===== config.mk =====
export PLATFORM = sky130hd
export DESIGN_NAME = bitset_build_flat
export DESIGN_NICKNAME = d
export VERILOG_FILES = /design/src/rtl/bitset_build_if.sv /design/src/rtl/bitset_build.sv /design/src/flat_wrapper.sv
export SDC_FILE = /design/constraint.sdc
export NUM_CORES = 1
export LEC_CHECK = 0
export BUFFER_PORTS_ARGS = -buffer_cell sky130_fd_sc_hd__buf_2
export CAP_MARGIN = 10
export CORE_AREA = 2 2 49 56
export DETAILED_ROUTE_END_ITERATION = 10
export DIE_AREA = 0 0 51 58
export PLACE_DENSITY = 0.82
export REMOVE_ABC_BUFFERS = 1
export SYNTH_ARGS = -nofsm -noshare
export SYNTH_HDL_FRONTEND = slang
export SYNTH_SLANG_ARGS = --single-unit
export TNS_END_PERCENT = 100

===== constraint.sdc =====
create_clock -name clock -period 2.57 [get_ports clock]
set_input_delay 0.514 -clock clock [delete_from_list [all_inputs] [get_ports clock]]
set_output_delay 0.514 -clock clock [all_outputs]
set_load 0.05 [all_outputs]

===== src/rtl/bitset_build_if.sv =====
// Stream bundle for bitset_build: the index-beat input channel and the assembled-word output channel.
interface bitset_build_if #(
  parameter int ORDER = 3
);
  localparam int W = 2 ** ORDER;

  logic             in_valid;
  logic             in_ready;
  logic [ORDER-1:0] in_index;
  logic             in_last;
  logic             out_valid;
  logic             out_ready;
  logic [W-1:0]     out_word;
  logic [ORDER:0]   out_count;
  logic             out_dup;

  modport master (
    output in_valid, in_index, in_last, out_ready,
    input  in_ready, out_valid, out_word, out_count, out_dup
  );

  modport slave (
    input  in_valid, in_index, in_last, out_ready,
    output in_ready, out_valid, out_word, out_count, out_dup
  );
endinterface


===== src/rtl/bitset_build.sv =====
// Assembles a frame of index beats into a W-bit set with a distinct-bit count; result one cycle after the last beat.
// Input stalls only while a result is held unconsumed. Optional duplicate flag: BITSET_BUILD_DUP_DETECT_EN.
module bitset_build #(
  parameter int ORDER = 3
) (
  input  logic          clock,
  input  logic          reset_n,
  bitset_build_if.slave bus
);
  localparam int W = 2 ** ORDER;

  logic [W-1:0]   r_acc;
  logic [ORDER:0] r_acc_count;
  logic [W-1:0]   r_word;
  logic [ORDER:0] r_count;
  logic           r_out_valid;

  logic           w_in_ready;
  logic           w_in_fire;
  logic           w_out_fire;
  logic           w_bit_seen;
  logic [W-1:0]   w_onehot;
  logic [W-1:0]   w_acc_next;
  logic [ORDER:0] w_count_next;

  assign w_in_ready   = !r_out_valid || bus.out_ready;
  assign w_in_fire    = bus.in_valid && w_in_ready;
  assign w_out_fire   = r_out_valid && bus.out_ready;
  assign w_bit_seen   = r_acc[bus.in_index];
  assign w_onehot     = {{(W-1){1'b0}}, 1'b1} << bus.in_index;
  assign w_acc_next   = r_acc | w_onehot;
  // A repeated index sets nothing new, so it must not bump the count.
  assign w_count_next = r_acc_count + {{ORDER{1'b0}}, ~w_bit_seen};

  always_ff @(posedge clock or negedge reset_n) begin
    if (!reset_n) begin
      r_acc       <= '0;
      r_acc_count <= '0;
      r_word      <= '0;
      r_count     <= '0;
      r_out_valid <= 1'b0;
    end else begin
      if (w_out_fire) begin
        r_out_valid <= 1'b0;
      end
      if (w_in_fire) begin
        if (bus.in_last) begin
          r_word      <= w_acc_next;
          r_count     <= w_count_next;
          r_out_valid <= 1'b1;
          r_acc       <= '0;
          r_acc_count <= '0;
        end else begin
          r_acc       <= w_acc_next;
          r_acc_count <= w_count_next;
        end
      end
    end
  end

`ifdef BITSET_BUILD_DUP_DETECT_EN
  logic r_dup_flag;
  logic r_dup;

  always_ff @(posedge clock or negedge reset_n) begin
    if (!reset_n) begin
      r_dup_flag <= 1'b0;
      r_dup      <= 1'b0;
    end else if (w_in_fire) begin
      if (bus.in_last) begin
        r_dup      <= r_dup_flag | w_bit_seen;
        r_dup_flag <= 1'b0;
      end else if (w_bit_seen) begin
        r_dup_flag <= 1'b1;
      end
    end
  end

  assign bus.out_dup = r_dup;
`else
  assign bus.out_dup = 1'b0;
`endif

  assign bus.in_ready  = w_in_ready;
  assign bus.out_valid = r_out_valid;
  assign bus.out_word  = r_word;
  assign bus.out_count = r_count;
endmodule


===== src/flat_wrapper.sv =====
// flat-port wrapper written by rule: the top's interface ports become plain ports
module bitset_build_flat 
#(
  parameter int ORDER = 3
)
  (clock, reset_n, bus_in_valid, bus_in_index, bus_in_last, bus_out_ready, bus_in_ready, bus_out_valid, bus_out_word, bus_out_count, bus_out_dup);
  bitset_build_if #(.ORDER(ORDER)) bus_i ();
  input  logic clock;
  input  logic reset_n;
  input wire logic [$bits(bus_i.in_valid)-1:0] bus_in_valid;
  input wire logic [$bits(bus_i.in_index)-1:0] bus_in_index;
  input wire logic [$bits(bus_i.in_last)-1:0] bus_in_last;
  input wire logic [$bits(bus_i.out_ready)-1:0] bus_out_ready;
  output wire logic [$bits(bus_i.in_ready)-1:0] bus_in_ready;
  output wire logic [$bits(bus_i.out_valid)-1:0] bus_out_valid;
  output wire logic [$bits(bus_i.out_word)-1:0] bus_out_word;
  output wire logic [$bits(bus_i.out_count)-1:0] bus_out_count;
  output wire logic [$bits(bus_i.out_dup)-1:0] bus_out_dup;
  assign bus_i.in_valid = bus_in_valid;
  assign bus_i.in_index = bus_in_index;
  assign bus_i.in_last = bus_in_last;
  assign bus_i.out_ready = bus_out_ready;
  assign bus_in_ready = bus_i.in_ready;
  assign bus_out_valid = bus_i.out_valid;
  assign bus_out_word = bus_i.out_word;
  assign bus_out_count = bus_i.out_count;
  assign bus_out_dup = bus_i.out_dup;
  bitset_build #(.ORDER(ORDER)) u_core (.clock(clock), .reset_n(reset_n), .bus(bus_i));
endmodule

After elaboration in Yosys (flattened, before gate mapping). Index checks and enable logic that the tools add are counted.

Flip-flop bits (word level): 25. Latch bits: 0. RAM bits: 0. ROM bits: 0. Input port bits: 8. Logic and storage cells: 22. Memories kept: 0.

$add $sub $neg: 1. $mul: 0. Divide/modulo/power cells: 0. Magnitude comparators: 1. Equality and inequality tests: 0. Shifts and indexed selects: 1. Multiplexer cells: 7. Bitwise gates (word level): 2. Reductions and logical operators: 5.

Operator list (number): 8-bit 2-to-1 mux (1); 8-bit OR (1); 1-bit by 3-bit << shifter with 8-bit output, first input constant (1); 4-bit by 1-bit adder with 4-bit output (1); 3-bit by 4-bit < comparator with 1-bit output, second input constant (1); 1-bit 2-to-1 mux (4); 4-bit 2-to-1 mux (1); 1-bit binary-select mux with 3-bit select (1); 1-bit logical AND (2); 2-bit AND reduction (1); 1-bit logical NOT (1); 1-bit logical OR (1); 1-bit NOT (1).

Logic depth before layout (Yosys ltp). Gate-level depths: netlist of the first run.

Depth after elaboration: 5. Gate-level depth with buffers: 8. Depth with buffers taken out: 7.

Worst setup path after synthesis of the first run. Ideal clock, no wire load.

Path type: input to register. Start point: input bus_in_index[0]. End point: register u_core.r_acc_count[2]. Library setup time: 0.133 ns. Arrival: 1.998 ns. Required time: 2.437 ns. Slack: 0.440 ns. Stages: 8. Cells stage by stage: buf_2 -> mux4_2 -> mux2i_1 -> ha_1 -> ha_1 -> nor2_1 -> o31ai_1 -> o21ai_0.

Word-level cells in the longest chain between the ends: 5.

RTL lines: from (decl) (line flat_wrapper.sv:11) `input wire logic [$bits(bus_i.in_index)-1:0] bus_in_index;`; 1-bit binary-select mux with 3-bit select (line bitset_build.sv:29) `assign w_bit_seen = r_acc[bus.in_index];`; 1-bit 2-to-1 mux (implied by the code) (line bitset_build.sv:29); 1-bit NOT (line bitset_build.sv:33) `assign w_count_next = r_acc_count + {{ORDER{1'b0}}, ~w_bit_seen};`; 4-bit by 1-bit adder with 4-bit output (line bitset_build.sv:33); 4-bit 2-to-1 mux (line bitset_build.sv:47) `if (bus.in_last) begin`; to (signal assigned) (line bitset_build.sv:55) `r_acc_count <= w_count_next;`; to (decl) (line bitset_build.sv:13) `logic [ORDER:0] r_acc_count;`.

Every way passes these cells. The select of a mux whose other input is x is not followed. A chain may end at the register's enable or synchronous reset.

Worst setup path after layout of the first run.
Start point: register u_core.r_acc[0]. End point: register u_core.r_acc_count[2].

Word-level cells in the longest chain between the ends: 5.

RTL lines: from (decl) (line bitset_build.sv:12) `logic [W-1:0] r_acc;`; from (signal assigned) (line bitset_build.sv:54) `r_acc <= w_acc_next;`; 1-bit binary-select mux with 3-bit select (line bitset_build.sv:29); 1-bit 2-to-1 mux (implied by the code) (line bitset_build.sv:29); 1-bit NOT (line bitset_build.sv:33); 4-bit by 1-bit adder with 4-bit output (line bitset_build.sv:33); 4-bit 2-to-1 mux (line bitset_build.sv:47).

Every way passes these cells. The select of a mux whose other input is x is not followed.

==> summary by stage, run 1 <==
Cells and area
In the final layout, the share of cells above drive strength 1 is 24.2%. At the end of the flow, the number of nets in the layout was 139. The post-synthesis to final-layout area growth is 9.87%.

The number of diodes added for antenna fixing is 0. Once layout is complete, the cells apart from fillers number 159. The design area is 1320 sq um.

Worst setup path
The critical path goes through mux4_2 -> mux2i_1 -> ha_1 -> ha_1 -> nor2_1 -> o31ai_1 -> o21ai_0. The kind of end point of the critical path is a flip-flop. The most repeated library cell on the critical path is sky130_fd_sc_hd__ha_1. The worst register-to-register path begins at u_core.r_acc[0]. For the worst setup path, the data required time is 2770 ps. The kind of critical path is flip-flop to flip-flop. The critical path launch point type is a flip-flop.

The cell count of the worst reg-to-reg path is 7. The setup check on the worst reg-to-reg path leaves a slack of 550 ps. For this run, the slowest stage of the critical path takes 470 ps. For this design, the slowest cell found on the critical path is sky130_fd_sc_hd__mux4_2. The data arrival time of the critical path is 2230 ps. The critical register-to-register path endpoint is u_core.r_acc_count[2]. Along the worst path, the maximum fanout reaches 3.

Floorplan
The number of cell rows is 19. The initial utilization of the core area, before any placement, comes to 50.2%. The die extent in y is 58 microns. The full die area is 2960 sq um. The total core area is 2400 sq um. 23 I/O pins were placed. The die outline width is 51 microns.

Yosys
Counting flops with a built-in enable in the synthesized netlist gives 0. The share of the synthesized area in the top cell type is 51.9%. The most common cell in the synthesized netlist is sky130_fd_sc_hd__o21ai_0.

The mean post-synth cell area is 10.9 sq um. Among all flip-flop cells after synthesis, the most frequent one is sky130_fd_sc_hd__dfrtp_1. After synthesis the cells add up to 1200 sq um.

The netlist uses 29 different library cells. The dominant cell type by area after synthesis is sky130_fd_sc_hd__dfrtp_1. For this run, the register share of the synthesized area comes to 51.9%. The flip-flop and latch count after synthesis is 25. The Yosys warning count is 0. After synthesis, the cell types taking the most area are sky130_fd_sc_hd__dfrtp_1, sky130_fd_sc_hd__o21ai_0, sky130_fd_sc_hd__o2bb2ai_1. In the synthesized netlist the async set-or-reset flop fraction comes to 100%. After technology mapping, the gate count stands at 111.

By count the netlist is led by sky130_fd_sc_hd__o21ai_0, sky130_fd_sc_hd__dfrtp_1, sky130_fd_sc_hd__o2bb2ai_1.

CTS
TritonCTS built the clock tree. The post-CTS setup buffer count is 0. Buffers inserted during clock tree synthesis total 3.

The clock net in this run drives a total of 25 sinks. The later pin in the worst-skew pair is clocked with a latency of 330 ps. CTS built an H-tree with a depth of 1. No sink is reached through more buffers than the 2 on the longest clock path. The number of hold buffers added after CTS was 0. The clock root buffer master is sky130_fd_sc_hd__clkbuf_4. After clock tree synthesis, the clock-pin slew on the worst setup and hold paths is 140 ps. After clock tree synthesis, the repair step resized 0 gates.

Timing
Setup violations remaining at the end of the flow were counted as 0. The count of final max-slew check failures was 0. Setup repair after global routing left no endpoint under its margin.

The worst max-slew margin expressed relative to the limit is 65.4%. The post-route minimum period is 2020 ps. The final sum of negative setup slack is 0 ps. After layout, the worst path uses 78.6% of the clock period. The hold violation count in the final report was 0.

For this run, the top clock speed supported by timing is 0.495 GHz. The clock arrives with 13.9 ps of skew. Across all hold checks on the routed design, the worst slack comes to 135 ps.

The transition time of the tightest slew-check pin is 520 ps.

Route
In the final routed layout, each cell accounts on average for 15.2 microns. In this run, the number of DRC markers left after iteration 0 of detailed routing was 39. Before antenna repair, the detailed router went through 4 iterations. The count of antenna-violating nets left after detailed routing is 0.

The final layout contains routed wiring with a total length of 2.42 mm. The average vias per placed instance is 5.93. The number of vias after detailed routing is 943. The post-detailed-route DRC marker count is 0.

Flow run
The tool flagged a number of max-cap violations equal to 0.

Power and ir drop
Cell internal power was estimated by the tool at 632 uW. The share of total power dissipated in the clock network is 16.7%. For this design the ratio of total power to cell area is 798 nW/um^2. In this run the static leakage power is 0.608 nW. The switching fraction of total power is 40.2%. In this run, flip-flops and latches consume 47.5% of the power.

The switching component of the power is 425 uW. The worst vdd rail ir drop is 0.427 mV. The part of the power in combinational logic is 35.8%.

Place
At the end of routability-driven placement, the weighted congestion stood at 0.792. The post-placement cell count is 155. Input and output buffers added on the ports amount to 21. Detailed placement finished with a half-perimeter wire length of 1.70 mm. The standard cell area after detailed placement is 1300 sq um.

Global route
Entering global routing, the biggest net connects 26 pins. The initial antenna violation count is 0. Global routing used 18.3% of the available tracks across all layers. The first global-routing pass estimated 4.09 mm of wire.

The residual overflow from global routing is 0. The via count of the first global-routing pass is 896.

Outcome
The run finished with clean final reports.

Worst hold path
In this run the worst hold path is classified as input pin to async pin.
## worst max-delay path, delay by kind of cell, from the launching register on
kind | cells | cell delay, ps
multiplexers | 2 | 660
flip-flops | 1 | 440
adder cells (fa/ha/maj) | 2 | 440
AO/OA/AOI/OAI | 2 | 290
AND/OR/NAND/NOR | 1 | 70
## metal layers
layer / vias to the layer above / wire, microns / track usage, %
li1: 440 / - / -
met1: 465 / 1050 / 23.2
met2: 29 / 1210 / 30.4
met3: 9 / 83 / 1.80
met4: 0 / 78 / 10.4
met5: - / 0 / 0
## logic make-up after synthesis
logic type               share of synthesized area (%)
AO/OA/AOI/OAI                                     24.1
AND/OR/NAND/NOR                                   7.48
multiplexers                                      7.06
adder cells (fa/ha/maj)                           2.08
buffers and inverters                             5.61
flip-flops                                        51.9
XOR/XNOR                                          1.45
other                                            0.311
## how the worst max path moves through the flow
stage	slack [ps]	end	from	depth (start not counted)
final	550	u_core.r_acc_count[2]	u_core.r_acc[0]	7
after global routing	440	u_core.r_acc_count[2]	u_core.r_acc[7]	7
after CTS	570	bus_in_ready	u_core.bus.out_valid	3
after detailed placement	240	u_core.r_acc_count[2]	bus_in_index[0]	8
after global placement	330	u_core.r_acc_count[2]	bus_in_index[0]	8
after floorplan	630	u_core.r_acc_count[2]	bus_in_index[0]	7
## cells in the final DEF (no fill, tap or decap)
| master | n |
|---|---|
| sky130_fd_sc_hd__a21oi_1 | 6 |
| sky130_fd_sc_hd__a31oi_1 | 3 |
| sky130_fd_sc_hd__buf_2 | 21 |
| sky130_fd_sc_hd__clkbuf_1 | 1 |
| sky130_fd_sc_hd__clkbuf_4 | 3 |
| sky130_fd_sc_hd__clkinv_4 | 1 |
| sky130_fd_sc_hd__conb_1 | 1 |
| sky130_fd_sc_hd__dfrtp_1 | 25 |
| sky130_fd_sc_hd__ha_1 | 2 |
| sky130_fd_sc_hd__inv_1 | 2 |
| sky130_fd_sc_hd__mux2_4 | 2 |
| sky130_fd_sc_hd__mux2i_1 | 1 |
| sky130_fd_sc_hd__mux4_2 | 2 |
| sky130_fd_sc_hd__nand2_1 | 4 |
| sky130_fd_sc_hd__nand2b_1 | 2 |
| sky130_fd_sc_hd__nand3_1 | 3 |
| sky130_fd_sc_hd__nand3_2 | 1 |
| sky130_fd_sc_hd__nor2_1 | 3 |
| sky130_fd_sc_hd__nor2b_1 | 2 |
| sky130_fd_sc_hd__nor2b_4 | 1 |
| sky130_fd_sc_hd__o211ai_1 | 1 |
| sky130_fd_sc_hd__o21ai_0 | 27 |
| sky130_fd_sc_hd__o21ai_1 | 1 |
| sky130_fd_sc_hd__o2bb2ai_1 | 8 |
| sky130_fd_sc_hd__o31ai_1 | 2 |
| sky130_fd_sc_hd__o41ai_1 | 1 |
| sky130_fd_sc_hd__xnor2_1 | 1 |
| sky130_fd_sc_hd__xor2_1 | 1 |
## sequential cells by signal, indices dropped and copies added, names as in the netlist
signal and count:
u_core.r_acc 8, u_core.r_acc_count 4, u_core.bus.out_word 8, u_core.bus.out_valid 1
u_core.bus.out_count 4
## layout make-up
class	count	area [sq um]
Fill cell	214	1080
Sequential cell	25	626
Multi-Input combinational cell	75	512
Timing Repair Buffer	21	105
Tap cell	31	38.8
Clock buffer	4	26.3
Inverter	3	16.3
## per-stage QoR
stage	total power [mW]	utilization [%]	setup slack [ps]
floorplan	0.786	-	633
global placement	0.877	54.0	333
detailed placement	0.888	54.0	238
CTS	1.06	55.1	566
global route	1.11	55.1	438
finish	1.06	55.1	550
## power by group through the flow
stage | combinational, mW | sequential, mW | clock, mW
2_1_floorplan | 0.128 | 0.658 | 0
3_3_place_gp | 0.371 | 0.506 | 0
3_5_place_dp | 0.379 | 0.509 | 0
4_1_cts | 0.380 | 0.501 | 0.178
5_1_grt | 0.408 | 0.510 | 0.197
6_report | 0.378 | 0.502 | 0.177
No activity file was read; power rests on OpenSTA's default activity.
==> run 2: changes to the inputs <==
- CORE_AREA: 2 2 49 56 -> 2 2 51 58
- DIE_AREA: 0 0 51 58 -> 0 0 53 60
- PLACE_DENSITY: 0.82 -> 0.8
- clock period: 2.57 -> 1.85 ns (I/O delays scaled with it)
==> run 2 against run 1 <==
Against the previous run: cell count grew 9.4%; wire length grew 8.3%; clock skew shrank 7.3 ps; global-route usage grew 0.86 points; flip-flop and latch count is the same; largest cell class unchanged; combinational power grew 59%; power grew 45%; the run now ends with negative setup slack left; maximum frequency grew 6.6%.
==> summary by stage, run 2 (synthesis gave the netlist of run 1 again) <==
Outcome
Outcome: finished, violations left (was completed). The checks that failed: negative setup slack.

Place
The half-perimeter wire length after placement is 1.84 mm (was 1.70 mm). The last weighted congestion value of the routability-driven placer is 0.829 (was 0.792). The placement-stage worst setup slack is -231 ps (was 238 ps). The number of input and output port buffers inserted is 21 (unchanged). The post-placement cell count is 169 (was 155). The standard cell area after detailed placement is 1390 sq um (was 1300 sq um).

Timing
The worst-case hold slack came to 8.49 ps (was 135 ps). The final sum of negative setup slack is -60.6 ps (was 0 ps). The achievable frequency is 0.528 GHz (was 0.495 GHz). The count of endpoints failing setup in the final report is 3 (was 0). The worst setup slack after layout is -45.3 ps (was 550 ps). The post-route minimum period is 1900 ps (was 2020 ps). The worst max-slew margin expressed relative to the limit was 64.6% (was 65.4%). The worst setup skew after layout is 6.59 ps (was 13.9 ps).

The hold violation count in the final report is 0 (unchanged). The post-route clock period utilization came to 102% (was 78.6%). Setup repair after global routing missed its margin: true (was false).

The count of final max-slew check failures came to 0 (unchanged). The transition time of the tightest slew-check pin came to 531 ps (was 520 ps).

Worst setup path
The data arrival time of the critical path came to 2100 ps (was 2230 ps). The required time reported for the critical path endpoint was 2050 ps (was 2770 ps). The critical register-to-register path endpoint is u_core.r_acc_count[2] (unchanged).

The kind of critical path is flip-flop to flip-flop (unchanged). The cell count of the worst reg-to-reg path is 7 (unchanged). The biggest fanout along the worst timing path is 2 (was 3). The startpoint of the most critical setup path is u_core.r_acc[0] (unchanged). The slack of the worst reg-to-reg path is -50 ps (was 550 ps).

The startpoint of the most critical register-to-register path is u_core.r_acc[0] (unchanged). The critical path launch point type is a flip-flop (unchanged). The kind of end point of the critical path is a flip-flop (unchanged).

The last element of the critical path is u_core.r_acc_count[2] (unchanged).

Worst hold path
The worst hold-check path type is input pin to async pin (unchanged).

Route
The total wirelength of the detailed-routed design was 2.62 mm (was 2.42 mm). The number of vias after detailed routing is 989 (was 943). The total iterations of the first detailed-routing run came to 4 (unchanged). The DRC marker count from the first detailed-route iteration is 41 (was 39). The count of antenna-violating nets left after detailed routing is 0 (unchanged). The average vias per placed instance is 5.68 (was 5.93). The post-detailed-route DRC marker count is 0 (unchanged). The per-cell routed wire length was 15.1 microns (was 15.2 microns).

CTS
The count of hold-fix buffers inserted at cts was 0 (unchanged). The clock root buffer master was sky130_fd_sc_hd__clkbuf_4 (unchanged). The total CTS buffers is 3 (unchanged).

The count of H-tree levels built during CTS is 1 (unchanged). The maximum clock path buffer count is 2 (unchanged). The clock sink total is 25 (unchanged). The TritonCTS clock tree was built (unchanged).

The post-CTS clock slew at the launch and capture registers of the worst setup and hold paths was 130 ps (was 140 ps). The source-to-sink clock delay at the later pin of the worst-skew pair is 310 ps (was 330 ps).

Floorplan
The die extent in y is 60 microns (was 58 microns). The initial core utilization is 45.9% (was 50.2%). The full die area came to 3180 sq um (was 2960 sq um). The die outline width is 53 microns (was 51 microns). The number of cell rows is 20 (was 19). The top-level I/O count is 23 (unchanged).

The total core area is 2630 sq um (was 2400 sq um).

Cells and area
The final cell count without fillers came to 174 (was 159). The most common cell after layout, fill and taps aside is sky130_fd_sc_hd__dfrtp_1 (was sky130_fd_sc_hd__o21ai_0). Most used cells in the layout excluding fill and tap cells: sky130_fd_sc_hd__dfrtp_1, sky130_fd_sc_hd__o21ai_0, sky130_fd_sc_hd__buf_2 (was sky130_fd_sc_hd__o21ai_0, sky130_fd_sc_hd__dfrtp_1, sky130_fd_sc_hd__buf_2).

The fraction of the core area covered by cells at the end of the flow is 55.2% (was 55.1%). The design area was 1450 sq um (was 1320 sq um). The fraction of layout instances using a drive strength above 1 was 34.0% (was 24.2%). The post-synthesis to final-layout area growth is 20.4% (was 9.87%). The number of diodes added for antenna fixing was 0 (unchanged).

The count of fill cells added during filler insertion is 228 (was 214). The net count of the finished layout is 152 (was 139).

Global route
The total global-route track usage is 19.1% (was 18.3%). The wire length of the first global-routing pass is 4.30 mm (was 4.09 mm). The residual overflow from global routing is 0 (unchanged). The initial antenna violation count came to 0 (unchanged).

The largest net degree at the start of global routing is 26 (unchanged). The via count of the first global-routing pass is 947 (was 896).

Flow run
The total of max-cap violations is 0 (unchanged).

Power and ir drop
The total design power is 1.54 mW (was 1.06 mW). The cell leakage power is 0.672 nW (was 0.608 nW). The power density over the cells is 1060 nW/um^2 (was 798 nW/um^2).

The worst vdd rail ir drop is 0.607 mV (was 0.427 mV).
[run 2: how the worst min path moves through the flow]
stage	start	endpoint	slack (ps)	cells past startpoint
floorplan	reset_n	u_core.bus.out_count[0]	70	0
global placement	reset_n	u_core.r_acc_count[1]	380	1
detailed placement	reset_n	u_core.bus.out_count[0]	390	1
CTS	reset_n	u_core.bus.out_count[0]	30	1
global route	reset_n	u_core.bus.out_count[1]	30	1
finish	reset_n	u_core.bus.out_count[1]	8	1
[run 2: area by class of cell]
| class | instances | area (sq um) | area share (%) |
|---|---|---|---|
| Clock buffer | 4 | 26.3 | 1.81 |
| Tap cell | 33 | 41.3 | 2.85 |
| Inverter | 3 | 16.3 | 1.12 |
| Sequential cell | 25 | 626 | 43.1 |
| Timing Repair Buffer | 34 | 206 | 14.2 |
| Multi-Input combinational cell | 75 | 534 | 36.8 |
[run 2: what timing repair did]
item,4_1_cts,5_1_grt
resized for setup,5,3
pin swaps,1,1
endpoints found under the setup margin,3,5
buffers inserted,1,0
[run 2: critical path, stage by stage (launching register included)]
cell and delay [ps]:
sky130_fd_sc_hd__dfrtp_1 420, sky130_fd_sc_hd__mux4_2 450, sky130_fd_sc_hd__mux2i_1 180, sky130_fd_sc_hd__ha_2 250
sky130_fd_sc_hd__ha_4 140, sky130_fd_sc_hd__nor2_2 40, sky130_fd_sc_hd__o31ai_2 200, sky130_fd_sc_hd__o21ai_1 110
[run 2: routing by layer]
metal | share of wire, % | global-route usage [%] | vias up
met5 | 0 | 0 | -
met4 | 2.4 | 8.79 | 0
met3 | 4.5 | 4.00 | 9
met2 | 50 | 31.1 | 35
met1 | 43 | 24.4 | 479
li1 | - | - | 466
[run 2: power breakdown]
part           switching [mW]  internal, mW
Sequential             0.0570         0.639
Clock                   0.155        0.0842
Combinational           0.396         0.205
Total                   0.608         0.928
